--- config.mk ---
export PLATFORM = sky130hd
export DESIGN_NAME = otbn_pq_ctrlspr_file
export DESIGN_NICKNAME = d
export VERILOG_FILES = /design/src/rtl/otbn_pq_ctrlspr_file.sv
export SDC_FILE = /design/constraint.sdc
export NUM_CORES = 1
export LEC_CHECK = 0
export CORE_MARGIN = 1
export CORE_UTILIZATION = 52
export CTS_CLUSTER_SIZE = 20
export DETAILED_ROUTE_END_ITERATION = 12
export PLACE_DENSITY = 0.82
export SYNTH_ARGS = -nofsm -noshare
export SYNTH_HDL_FRONTEND = slang
export SYNTH_SLANG_ARGS = --single-unit
--- constraint.sdc ---
create_clock -name clk_i -period 7.3 [get_ports clk_i]
set_input_delay 2.19 -clock clk_i [delete_from_list [all_inputs] [get_ports clk_i]]
set_output_delay 2.19 -clock clk_i [all_outputs]
set_load 0.005 [all_outputs]
--- src/rtl/otbn_pq_ctrlspr_file.sv ---
// PQ loop/index control SPR file: holds M, J2, J, Idx0/1, Mode, X, Y and applies
// ictrlspr read/write/read-set accesses plus the shared-decode update strobes.
module otbn_pq_ctrlspr_file #(
  parameter int unsigned PQLEN    = 32,
  parameter int unsigned IdxWidth = 8
) (
  input  logic                clk_i,
  input  logic                rst_i,
  input  logic [11:0]         spr_addr_i,
  input  logic                spr_rd_en_i,
  input  logic                spr_wr_en_i,
  input  logic                spr_rs_en_i,
  input  logic [PQLEN-1:0]    spr_wdata_i,
  output logic [PQLEN-1:0]    spr_rdata_o,
  output logic                spr_rvalid_o,
  output logic                spr_err_o,
  input  logic                sl_m_i,
  input  logic                sl_j2_i,
  input  logic                inc_j_i,
  input  logic                inc_idx_i,
  input  logic                set_idx_i,
  input  logic                inc_x_i,
  input  logic                inc_y_i,
  output logic [PQLEN-1:0]    m_o,
  output logic [PQLEN-1:0]    j2_o,
  output logic [PQLEN-1:0]    j_o,
  output logic [PQLEN-1:0]    mode_o,
  output logic [IdxWidth-1:0] idx0_o,
  output logic [IdxWidth-1:0] idx1_o,
  output logic [2:0]          x_o,
  output logic [2:0]          y_o,
  output logic                j_wrap_o
);

  typedef enum logic [11:0] {
    SprM    = 12'h000,
    SprJ2   = 12'h001,
    SprJ    = 12'h002,
    SprIdx0 = 12'h003,
    SprIdx1 = 12'h004,
    SprMode = 12'h005,
    SprX    = 12'h006,
    SprY    = 12'h007
  } pqctrlspr_e;

  logic [PQLEN-1:0]    m_q, m_d, j2_q, j2_d, j_q, j_d, mode_q, mode_d;
  logic [IdxWidth-1:0] idx0_q, idx0_d, idx1_q, idx1_d;
  logic [2:0]          x_q, x_d, y_q, y_d;
  logic [PQLEN-1:0]    rdata_q, rdata_d;
  logic                rvalid_q, rvalid_d, err_q, err_d, j_wrap_q, j_wrap_d;

  logic                addr_mapped;
  logic [PQLEN-1:0]    cur_val;
  logic                access, acc_err, upd;
  logic [PQLEN-1:0]    upd_val;
  logic                j_last;
  logic [IdxWidth-1:0] idx_step;

  // Keccak lane coordinate step; out-of-range values (5..7) fall back to 0.
  function automatic logic [2:0] coord_inc(input logic [2:0] c);
    return (c >= 3'd4) ? 3'd0 : c + 3'd1;
  endfunction

  always_comb begin
    addr_mapped = 1'b1;
    cur_val     = '0;
    unique case (spr_addr_i)
      SprM:    cur_val = m_q;
      SprJ2:   cur_val = j2_q;
      SprJ:    cur_val = j_q;
      SprIdx0: cur_val = PQLEN'(idx0_q);
      SprIdx1: cur_val = PQLEN'(idx1_q);
      SprMode: cur_val = mode_q;
      SprX:    cur_val = PQLEN'(x_q);
      SprY:    cur_val = PQLEN'(y_q);
      default: addr_mapped = 1'b0;
    endcase
  end

  assign access  = spr_rd_en_i | spr_wr_en_i | spr_rs_en_i;
  assign acc_err = access & (~addr_mapped | (spr_wr_en_i & spr_rs_en_i));
  assign upd     = (spr_wr_en_i | spr_rs_en_i) & ~acc_err;
  assign upd_val = spr_wr_en_i ? spr_wdata_i : (cur_val | spr_wdata_i);

  // Last iteration of the inner J loop; J2 == 0 disables the loop entirely.
  assign j_last   = (j2_q != '0) && (j_q == j2_q - PQLEN'(1));
  assign idx_step = j_last ? j2_q[IdxWidth-1:0] + IdxWidth'(1) : IdxWidth'(1);

  always_comb begin
    m_d      = sl_m_i ? (m_q << 1) : m_q;
    j2_d     = sl_j2_i ? (j2_q >> 1) : j2_q;
    j_d      = j_q;
    j_wrap_d = 1'b0;
    mode_d   = mode_q;
    idx0_d   = idx0_q;
    idx1_d   = idx1_q;
    x_d      = inc_x_i ? coord_inc(x_q) : x_q;
    y_d      = inc_y_i ? coord_inc(y_q) : y_q;

    if (inc_j_i) begin
      j_d      = ((j2_q == '0) || j_last) ? '0 : j_q + PQLEN'(1);
      j_wrap_d = j_last;
    end

    if (set_idx_i) begin
      idx0_d = '0;
      idx1_d = j2_q[IdxWidth-1:0];
    end else if (inc_idx_i) begin
      idx0_d = idx0_q + idx_step;
      idx1_d = idx1_q + idx_step;
    end

    // SPR access overrides any strobe on the same register.
    if (upd) begin
      unique case (spr_addr_i)
        SprM:    m_d = upd_val;
        SprJ2:   j2_d = upd_val;
        SprJ: begin
          j_d      = upd_val;
          j_wrap_d = 1'b0;
        end
        SprIdx0: idx0_d = upd_val[IdxWidth-1:0];
        SprIdx1: idx1_d = upd_val[IdxWidth-1:0];
        SprMode: mode_d = upd_val;
        SprX:    x_d = upd_val[2:0];
        SprY:    y_d = upd_val[2:0];
        default: ;
      endcase
    end

    rvalid_d = (spr_rd_en_i | spr_rs_en_i) & ~acc_err;
    rdata_d  = rvalid_d ? cur_val : '0;
    err_d    = acc_err;
  end

  always_ff @(posedge clk_i) begin
    if (rst_i) begin
      m_q      <= PQLEN'(1);
      j2_q     <= '0;
      j_q      <= '0;
      mode_q   <= '0;
      idx0_q   <= '0;
      idx1_q   <= '0;
      x_q      <= '0;
      y_q      <= '0;
      rdata_q  <= '0;
      rvalid_q <= 1'b0;
      err_q    <= 1'b0;
      j_wrap_q <= 1'b0;
    end else begin
      m_q      <= m_d;
      j2_q     <= j2_d;
      j_q      <= j_d;
      mode_q   <= mode_d;
      idx0_q   <= idx0_d;
      idx1_q   <= idx1_d;
      x_q      <= x_d;
      y_q      <= y_d;
      rdata_q  <= rdata_d;
      rvalid_q <= rvalid_d;
      err_q    <= err_d;
      j_wrap_q <= j_wrap_d;
    end
  end

  assign m_o          = m_q;
  assign j2_o         = j2_q;
  assign j_o          = j_q;
  assign mode_o       = mode_q;
  assign idx0_o       = idx0_q;
  assign idx1_o       = idx1_q;
  assign x_o          = x_q;
  assign y_o          = y_q;
  assign spr_rdata_o  = rdata_q;
  assign spr_rvalid_o = rvalid_q;
  assign spr_err_o    = err_q;
  assign j_wrap_o     = j_wrap_q;

endmodule

=== Yosys cells after proc, flatten, opt, wreduce, memory -nomap -nowiden ===
Index checks and enable logic that the tools add are counted.
Widths: inputs -> output; s select.

* Add/subtract/negate cells: 7
* Order comparisons: 2
* Equality and inequality tests: 8
* Muxes and demuxes: 33
* Bitwise logic cells: 13
* Reductions and logical operators: 8

{| class="wikitable"
|+ Operator list
! operator !! number
|-
| $mux 32 || 11
|-
| $pmux 32 s8 || 1
|-
| $mux 8 || 9
|-
| $eq 12x3->1 const B || 4
|-
| $add 32x1->32 const B || 1
|-
| $eq 32x32->1 || 1
|-
| $logic_not 32->1 || 1
|-
| $or 32x32->32 || 1
|-
| $reduce_bool 32->1 || 1
|-
| $sub 32x1->32 const B || 1
|-
| $eq 12x2->1 const B || 2
|-
| $mux 3 || 8
|-
| $add 8x8->8 || 2
|-
| $eq 12x1->1 const B || 1
|-
| $logic_not 12->1 || 1
|-
| $add 8x1->8 const B || 1
|-
| $reduce_or 8->1 || 1
|-
| $add 3x1->3 const B || 2
|-
| $ge 3x3->1 const B || 2
|-
| $or 1x1->1 || 5
|-
| $and 1x1->1 || 4
|-
| $mux 1 || 4
|-
| $not 1->1 || 3
|-
| $reduce_and 2->1 || 1
|-
| other kinds (3) || 3
|}

* Register bits after elaboration: 185
* Input bits: 56
* Output and inout bits: 185

=== Longest topological paths before layout ===
Gate-level depths: netlist of run 1.

* Depth in word-level cells: 10
* Mapped depth: 24
* Depth with buffers taken out: 22

=== Least setup slack after synthesis of run 1 ===
Ideal clock, no wire load.

* Path kind: flip-flop to flip-flop
* Start point: register j2_q[18], in the netlist j2_o[18]
* End point: register idx1_q[7], in the netlist idx1_o[7]
* Library setup time: 0.130 ns
* Data arrival time: 5.219 ns
* Data required time: 7.170 ns
* Slack: 1.951 ns
* Stages on the path, launching flop included: 22
* Path buffers: 1
* Path through: dfxtp_1 buf_6 or4_4 or4_1 or4_4 a211oi_2 nand4_1 or4b_4 or2_4 nand2b_1 inv_1 nand2_1 inv_1 ha_1 a21o_1 o21ai_0 o31ai_4 maj3_4 and3_1 nor4_2 xor2_1 o22ai_1

* Word-level cells in the longest chain between the ends: 9

{| class="wikitable"
|+ Ends and longest elaborated chain
! item !! line !! source
|-
| from (decl) || 46 || <nowiki>logic [PQLEN-1:0] m_q, m_d, j2_q, j2_d, j_q, j_d, mode_q, mode_d;</nowiki>
|-
| from (signal assigned) || 152 || <nowiki>j2_q <= j2_d;</nowiki>
|-
| $sub 32x1->32 || 86 || <nowiki>assign j_last = (j2_q != '0) && (j_q == j2_q - PQLEN'(1));</nowiki>
|-
| $eq 32x32->1 || 86 ||
|-
| $logic_and 1x1->1 (*) || 86 ||
|-
| $mux 8 (*) || 87 || <nowiki>assign idx_step = j_last ? j2_q[IdxWidth-1:0] + IdxWidth'(1) : IdxWidth'(1);</nowiki>
|-
| $add 8x8->8 (*) || 110 || <nowiki>idx1_d = idx1_q + idx_step;</nowiki>
|-
| $mux 8 (*) || 108 || <nowiki>end else if (inc_idx_i) begin</nowiki>
|-
| $mux 8 (*) || 105 || <nowiki>if (set_idx_i) begin</nowiki>
|-
| $mux 8 || 115 || <nowiki>unique case (spr_addr_i)</nowiki>
|-
| $mux 8 (*) || 114 || <nowiki>if (upd) begin</nowiki>
|-
| to (signal assigned) || 156 || <nowiki>idx1_q <= idx1_d;</nowiki>
|-
| to (decl) || 47 || <nowiki>logic [IdxWidth-1:0] idx0_q, idx0_d, idx1_q, idx1_d;</nowiki>
|}

Mark *: on every way between the ends. The rest lies on a longest branch, timed or not.
A chain may end at the register's enable or synchronous reset.

=== Final worst setup path of run 1 ===
* Start point: register j2_q[0], in the netlist j2_o[0]
* End point: register idx1_q[7], in the netlist idx1_o[7]

* Word-level cells in the longest chain between the ends: 9

{| class="wikitable"
|+ Ends and longest elaborated chain
! item !! line
|-
| $sub 32x1->32 || 86
|-
| $eq 32x32->1 || 86
|-
| $logic_and 1x1->1 || 86
|-
| $mux 8 (*) || 87
|-
| $add 8x8->8 (*) || 110
|-
| $mux 8 (*) || 108
|-
| $mux 8 (*) || 105
|-
| $mux 8 || 115
|-
| $mux 8 (*) || 114
|}

Marks and branches as above.

==> results of run 1 <==
cells by family after synthesis:
| logic type | after synthesis | share of synthesized area [%] |
|---|---|---|
| and+or+nand+nor | 492 | 22.84 |
| AOI/OAI and AO/OA | 400 | 25.37 |
| DFF | 185 | 34.09 |
| buffers and inverters | 141 | 4.963 |
| xor gates and xnor gates | 89 | 7.174 |
| muxes | 28 | 2.741 |
| adders and majority gates | 24 | 2.833 |
metal layers:
layer  wire length (um)  up-vias  track usage [%]
met5                  0        -                0
met4               1182        0            15.42
met3               3112      104            5.969
met2              16190      556            51.24
met1              15210     5337            44.18
li1                   -     5292                -
final cells by class:
type | count | area, um^2
Clock buffer | 18 | 429.2
Clock inverter | 14 | 185.2
Fill cell | 1658 | 6394
Inverter | 25 | 93.84
Multi-Input combinational cell | 1033 | 6659
Sequential cell | 185 | 3704
Tap cell | 270 | 337.8
Timing Repair Buffer | 263 | 2562
state kept, by name, summed over array words and instances (netlist names):
signal and flops:
mode_o 32, m_o 32, idx1_o 8, spr_rvalid_o 1, spr_err_o 1, x_o 3, j_wrap_o 1, idx0_o 8
y_o 3, j_o 32, j2_o 32, spr_rdata_o 32
worst reg2reg max path: cells and delay by family (launching register included):
| kind | cells | cell delay (ns) |
|---|---|---|
| AOI/OAI and AO/OA | 5 | 0.80 |
| xor gates and xnor gates | 1 | 0.17 |
| adders and majority gates | 3 | 0.83 |
| buffers and inverters | 3 | 0.39 |
| DFF | 1 | 0.43 |
| and+or+nand+nor | 10 | 3.42 |
layout by cell type, fill, tap and decap left out, types with 5 or more instances in the layout:
cell type and count:
or4_1 9, a21oi_1 112, nor3b_1 5, nor4_1 15, nand4_1 13, nand3b_1 5, ha_1 17, a221oi_1 5
nand2_1 82, a22oi_1 53, xnor2_1 51, mux2i_1 23, nor4_2 5, o21ai_0 14, buf_4 24, clkdlybuf4s50_1 237
inv_1 24, xor2_1 38, dfxtp_1 185, nor2b_1 64, and2_1 5, nor3_1 32, clkbuf_16 17, and3_1 11
a211oi_1 157, nor2_1 174, or3_1 5, a222oi_1 6, nand2b_1 11, nand3_1 24, a31oi_1 9
power groups by stage:
stage | clock network, mW | registers, mW | logic [mW]
2_1_floorplan | 0 | 1.04 | 0.0696
3_3_place_gp | 0 | 1.04 | 0.132
3_5_place_dp | 0 | 1.04 | 0.134
4_1_cts | 0.993 | 1.02 | 0.136
5_1_grt | 1.04 | 1.02 | 0.147
6_report | 0.992 | 1.02 | 0.138
stage by stage:
step | util, % | setup slack (ns) | instance area, um^2
final | 68.60 | 1.150 | 13970
after global routing | 68.60 | 0.7306 | 13970
after CTS | 68.60 | 1.221 | 13970
after detailed placement | 65.59 | 1.239 | 13360
after global placement | 65.59 | 1.365 | 13360
after floorplan | - | 1.951 | 10870
worst max-delay path by stage:
stage	startpoint	end	slack, ns
final	j2_o[0]$_SDFF_PP0_	idx1_o[7]$_SDFF_PP0_	1.15
after global routing	j2_o[0]$_SDFF_PP0_	idx1_o[7]$_SDFF_PP0_	0.73
after CTS	j2_o[0]$_SDFF_PP0_	idx1_o[7]$_SDFF_PP0_	1.22
after detailed placement	j2_o[0]$_SDFF_PP0_	idx1_o[7]$_SDFF_PP0_	1.24
after global placement	j2_o[0]$_SDFF_PP0_	idx1_o[7]$_SDFF_PP0_	1.37
after floorplan	j2_o[18]$_SDFF_PP0_	idx1_o[7]$_SDFF_PP0_	1.95
==> flow_summary.ini, run 1 <==
[status]
outcome = complete, no violations

[synth]
synth.distinct_cells = 78
syn_area_per_cell_um2 = 7.995
synth-edff-count = 0
synth.most_common_cell = dfxtp_1
synth_nets = 1434
ys_ff_latch = 185
synth_top_cell_by_area = dfxtp_1
synth_top_cells_by_count = 185 x dfxtp_1, 175 x nor2_1, 157 x a211oi_1
yosysWarnings = 0
synth_top_flop_cell = dfxtp_1
synth_area_leaders = dfxtp_1 34%, a211oi_1 11%, nor2_1 6.0%
async_flop_share_pct = 0
yosysSeqAreaShare_pct = 34.09
postSynthCellCount = 1359
synth.top_cell.area_share_pct = 34.09
synthesis.area_um2 = 10870

[pwr]
clock_power_share_pct = 46.1
ir_worst_vdd_v = 0.0001559
internal_power_mw = 1.618
swShare_pct = 24.77
seqPwrFrac_pct = 47.5
p_per_area_nw_per_um2 = 154.0
power.switching_mw = 0.5329
power.share.combinational_pct = 6.4
finalPower_mw = 2.151
p_leak_nw = 5.085

[floorplanning]
coreArea_um2 = 20360
ioPinCount = 241
floorplan.initialDensity_pct = 53.35
dieArea_um2 = 21480
num_rows = 52
fp.dieH_um = 146.6
dieWidth_um = 146.6

[timing]
period_share_pct = 84.25
slew_headroom_pct = 21.18
setup_violations = 0
finalSetupTns_ns = 0
max_freq_mhz = 162.6
fin_hold_ws_ns = 0.5183
hold_viol = 0
fin_crit_ns = 6.150
worst_pin_slew_ns = 1.182
rsz0062_at_grt = false
fin_skew_ns = 0.008215
finalMaxSlewViolations = 0

[placed_design]
port_buffers = 240
dp.cells = 1776
dp_hpwl_um = 25120
place_congestion = 0.9566

[grt]
grt_usage_pct = 32.94
grt_max_degree = 72
antenna_found_initial = 0
grt_pass1_vias = 10619
grt_pass1_wl_um = 56970
overflow = 0

[critical_path]
crit_arrival_ns = 6.46
cp-start-kind = flop
path_depth = 22
ff2ff_path_depth = 22
r2r-end = idx1_o[7]$_SDFF_PP0_
crit_chain = inv_1 -> ha_1 -> nor3b_1 -> nand4_1 -> or4_1 -> a21oi_1 -> or4_1 -> or4b_4 -> or2_4 -> nand2b_1 -> inv_1 -> nand2_1 -> inv_1 -> ha_1 -> a21o_1 -> o21ai_0 -> o31ai_4 -> maj3_4 -> and3_1 -> nor4_2 -> xor2_1 -> o22ai_1
max_stage_delay_ns = 0.64
cp-end-kind = flop
critPathTopFamily = simple AND/OR/NAND/NOR gates
path_buf_inv = 3
cp_slowest_cell = or4_1
r2r-start = j2_o[0]$_SDFF_PP0_
setup.worst_path.class = reg -> reg
crit_top_cell = inv_1
rrSetupSlack_ns = 1.15
critical_path_peak_fanout = 12
required_ns = 7.61

[clocking]
cts-root-buf = clkbuf_16
post-cts-setup-buffer-count = 0
clk_latency_ns = 0.44
numCtsBuffers = 17
cts_tree = done
clkTransAtPathRegs_ns = 0.07
ctsResizeCount = 0
h-tree-depth = 4
clock_sinks = 185
cts_buffer_depth = 2
cts_hold_buf = 0

[hold_path]
whs_endpoint = mode_o[21]$_SDFFE_PP0P_
min_from = mode_o[21]$_SDFFE_PP0P_
hold_depth = 2
hp-class = reg -> reg

[finish]
fin_cells = 1808
syn_to_final_growth_pct = 28.58
antenna_cells = 0
drive_above_1_share_pct = 5.982
nNetsFinal = 1600

[route]
first_iter_violations = 1122
wl_um = 35690
routed_via_density = 6.244
vias = 11289
wl_per_cell_um = 19.74
first_pass_iters = 6
detail-route-antenna-nets = 0
drc = 0

[flow_run]
cap_viol_max_count = 0
(Power assumes the default switching activity.)
==> inputs of run 2 (changes only) <==
clock period = 6.2 ns   (was 7.3 ns; I/O delays follow)
==> flow_summary.ini, run 2 (same netlist as run 1, synthesis figures left out) <==
[hold_path]
hp-class = reg -> reg
hold_depth = 2
whs_endpoint = mode_o[8]$_SDFFE_PP0P_
min_from = mode_o[8]$_SDFFE_PP0P_

[finish]
ff_latch_area_um2 = 3704
multiInputGateArea_um2 = 6659
layout_commonest_cell = clkdlybuf4s50_1
fillers = 1664
nNetsFinal = 1609
antenna_cells = 0
syn_to_final_growth_pct = 29.09
final_cell_mix = 237 x clkdlybuf4s50_1, 185 x dfxtp_1, 174 x nor2_1
drive_above_1_share_pct = 6.529
design_area_um2 = 14030

[timing]
hold_viol = 0
setup_violations = 0
worst_slack_ns = 0.4357
finalMaxSlewViolations = 0
period_share_pct = 92.97
fin_skew_ns = 0.01052
max_freq_mhz = 173.5
worst_pin_slew_ns = 1.186
fin_crit_ns = 5.764
slew_headroom_pct = 20.92
finalSetupTns_ns = 0
rsz0062_at_grt = false

[pwr]
swShare_pct = 25.92
power.share.combinational_pct = 6.6
seqPwrFrac_pct = 48.6
power.switching_mw = 0.6412
p_per_area_nw_per_um2 = 176.4
clock_power_share_pct = 44.8
ir_worst_vdd_v = 0.0001717
internal_power_mw = 1.833
p_leak_nw = 5.127

[floorplanning]
fp.dieH_um = 146.6
coreArea_um2 = 20360
dieArea_um2 = 21480
dieWidth_um = 146.6
ioPinCount = 241
num_rows = 52
floorplan.initialDensity_pct = 53.35

[status]
outcome = complete, no violations

[critical_path]
cp-end-kind = flop
rrSetupSlack_ns = 0.44
crit_chain = inv_1 -> ha_1 -> or3b_2 -> nor4_1 -> mux2i_1 -> a221oi_1 -> nand4_1 -> or4b_4 -> or2_4 -> nand2b_1 -> inv_1 -> nand2_1 -> inv_1 -> ha_1 -> a21o_1 -> a31oi_1 -> o31ai_4 -> maj3_4 -> and3_1 -> nor4_2 -> xor2_1 -> o22ai_1
critical_path_peak_fanout = 11
r2r-end = idx1_o[7]$_SDFF_PP0_
crit_arrival_ns = 6.05
crit_top_cell = inv_1
cp-start-kind = flop
r2r-start = j2_o[0]$_SDFF_PP0_
required_ns = 6.49
setup.worst_path.class = reg -> reg
max_stage_delay_ns = 0.57
cp_slowest_cell = or4b_4
ff2ff_path_depth = 22

[clocking]
clock_sinks = 185
cts-root-buf = clkbuf_16
ctsResizeCount = 0
numCtsBuffers = 17
cts_buffer_depth = 2
clk_latency_ns = 0.44
cts_tree = done
cts_hold_buf = 0
post-cts-setup-buffer-count = 0
clkTransAtPathRegs_ns = 0.07
h-tree-depth = 4

[route]
detail-route-antenna-nets = 0
first_iter_violations = 1189
wl_per_cell_um = 19.85
routed_via_density = 6.238
first_pass_iters = 5
drc = 0
vias = 11335
wl_um = 36070

[flow_run]
cap_viol_max_count = 0

[placed_design]
dp_hpwl_um = 25200
place_congestion = 0.9611
post-place-ws_ns = 0.5039
port_buffers = 240
dpl-instance-area_um2 = 13440

[grt]
grt_max_degree = 82
grt_pass1_wl_um = 57640
grt_usage_pct = 33.42
grt_pass1_vias = 10530
antenna_found_initial = 0
overflow = 0
-- run 2: worst max-delay path: cells and delay by family (launching register included) --
family | cells | cell delay, ns
AO/OA/AOI/OAI | 5 | 0.95
XOR/XNOR | 1 | 0.20
adder cells (fa/ha/maj) | 3 | 0.83
buffers and inverters | 3 | 0.40
flip-flops | 1 | 0.45
multiplexers | 1 | 0.17
AND/OR/NAND/NOR | 9 | 2.62
-- run 2: metrics by stage --
stage	instances	total power, mW	hold WS [ns]	utilization (%)
after global placement	1785	1.388	0.5034	65.98
after detailed placement	1785	1.391	0.5119	65.98
final	1817	2.474	0.5237	68.87
after global routing	1817	2.537	0.5499	68.87
after floorplan	1359	1.309	0.5033	-
after CTS	1817	2.475	0.5214	68.87
-- run 2: power by group through the flow --
stage | registers (mW) | logic [mW] | clock network [mW]
finish | 1.20 | 0.164 | 1.11
global route | 1.20 | 0.176 | 1.16
CTS | 1.20 | 0.161 | 1.11
detailed placement | 1.23 | 0.160 | 0
global placement | 1.23 | 0.158 | 0
floorplan | 1.23 | 0.0820 | 0
-- run 2: worst max path at each step --
stage | startpoint | to | slack, ns | cells after the start
finish | j2_o[0]$_SDFF_PP0_ | idx1_o[7]$_SDFF_PP0_ | 0.44 | 22
floorplan | j2_o[18]$_SDFF_PP0_ | idx1_o[7]$_SDFF_PP0_ | 0.85 | 21
global placement | j2_o[19]$_SDFF_PP0_ | idx1_o[7]$_SDFF_PP0_ | 0.65 | 20
detailed placement | j2_o[0]$_SDFF_PP0_ | idx1_o[7]$_SDFF_PP0_ | 0.50 | 22
CTS | j2_o[0]$_SDFF_PP0_ | idx1_o[7]$_SDFF_PP0_ | 0.48 | 22
global route | j2_o[0]$_SDFF_PP0_ | idx1_o[7]$_SDFF_PP0_ | 0.07 | 22
-- run 2: layer usage --
metal / routed length, um / global-route usage (%)
met4: 1074 / 13.70
met5: 0 / 0
met3: 2914 / 5.281
met2: 16270 / 51.48
met1: 15820 / 46.44
-- run 2: cell type report --
| type | instances | share of cell area, % |
|---|---|---|
| timing repair buffer | 272 | 18.84 |
| clock buffer | 18 | 3.060 |
| clock inverter | 14 | 1.142 |
| sequential | 185 | 26.40 |
| multi-input combinational | 1033 | 47.48 |
| inverter | 25 | 0.6690 |
| tap | 270 | 2.409 |
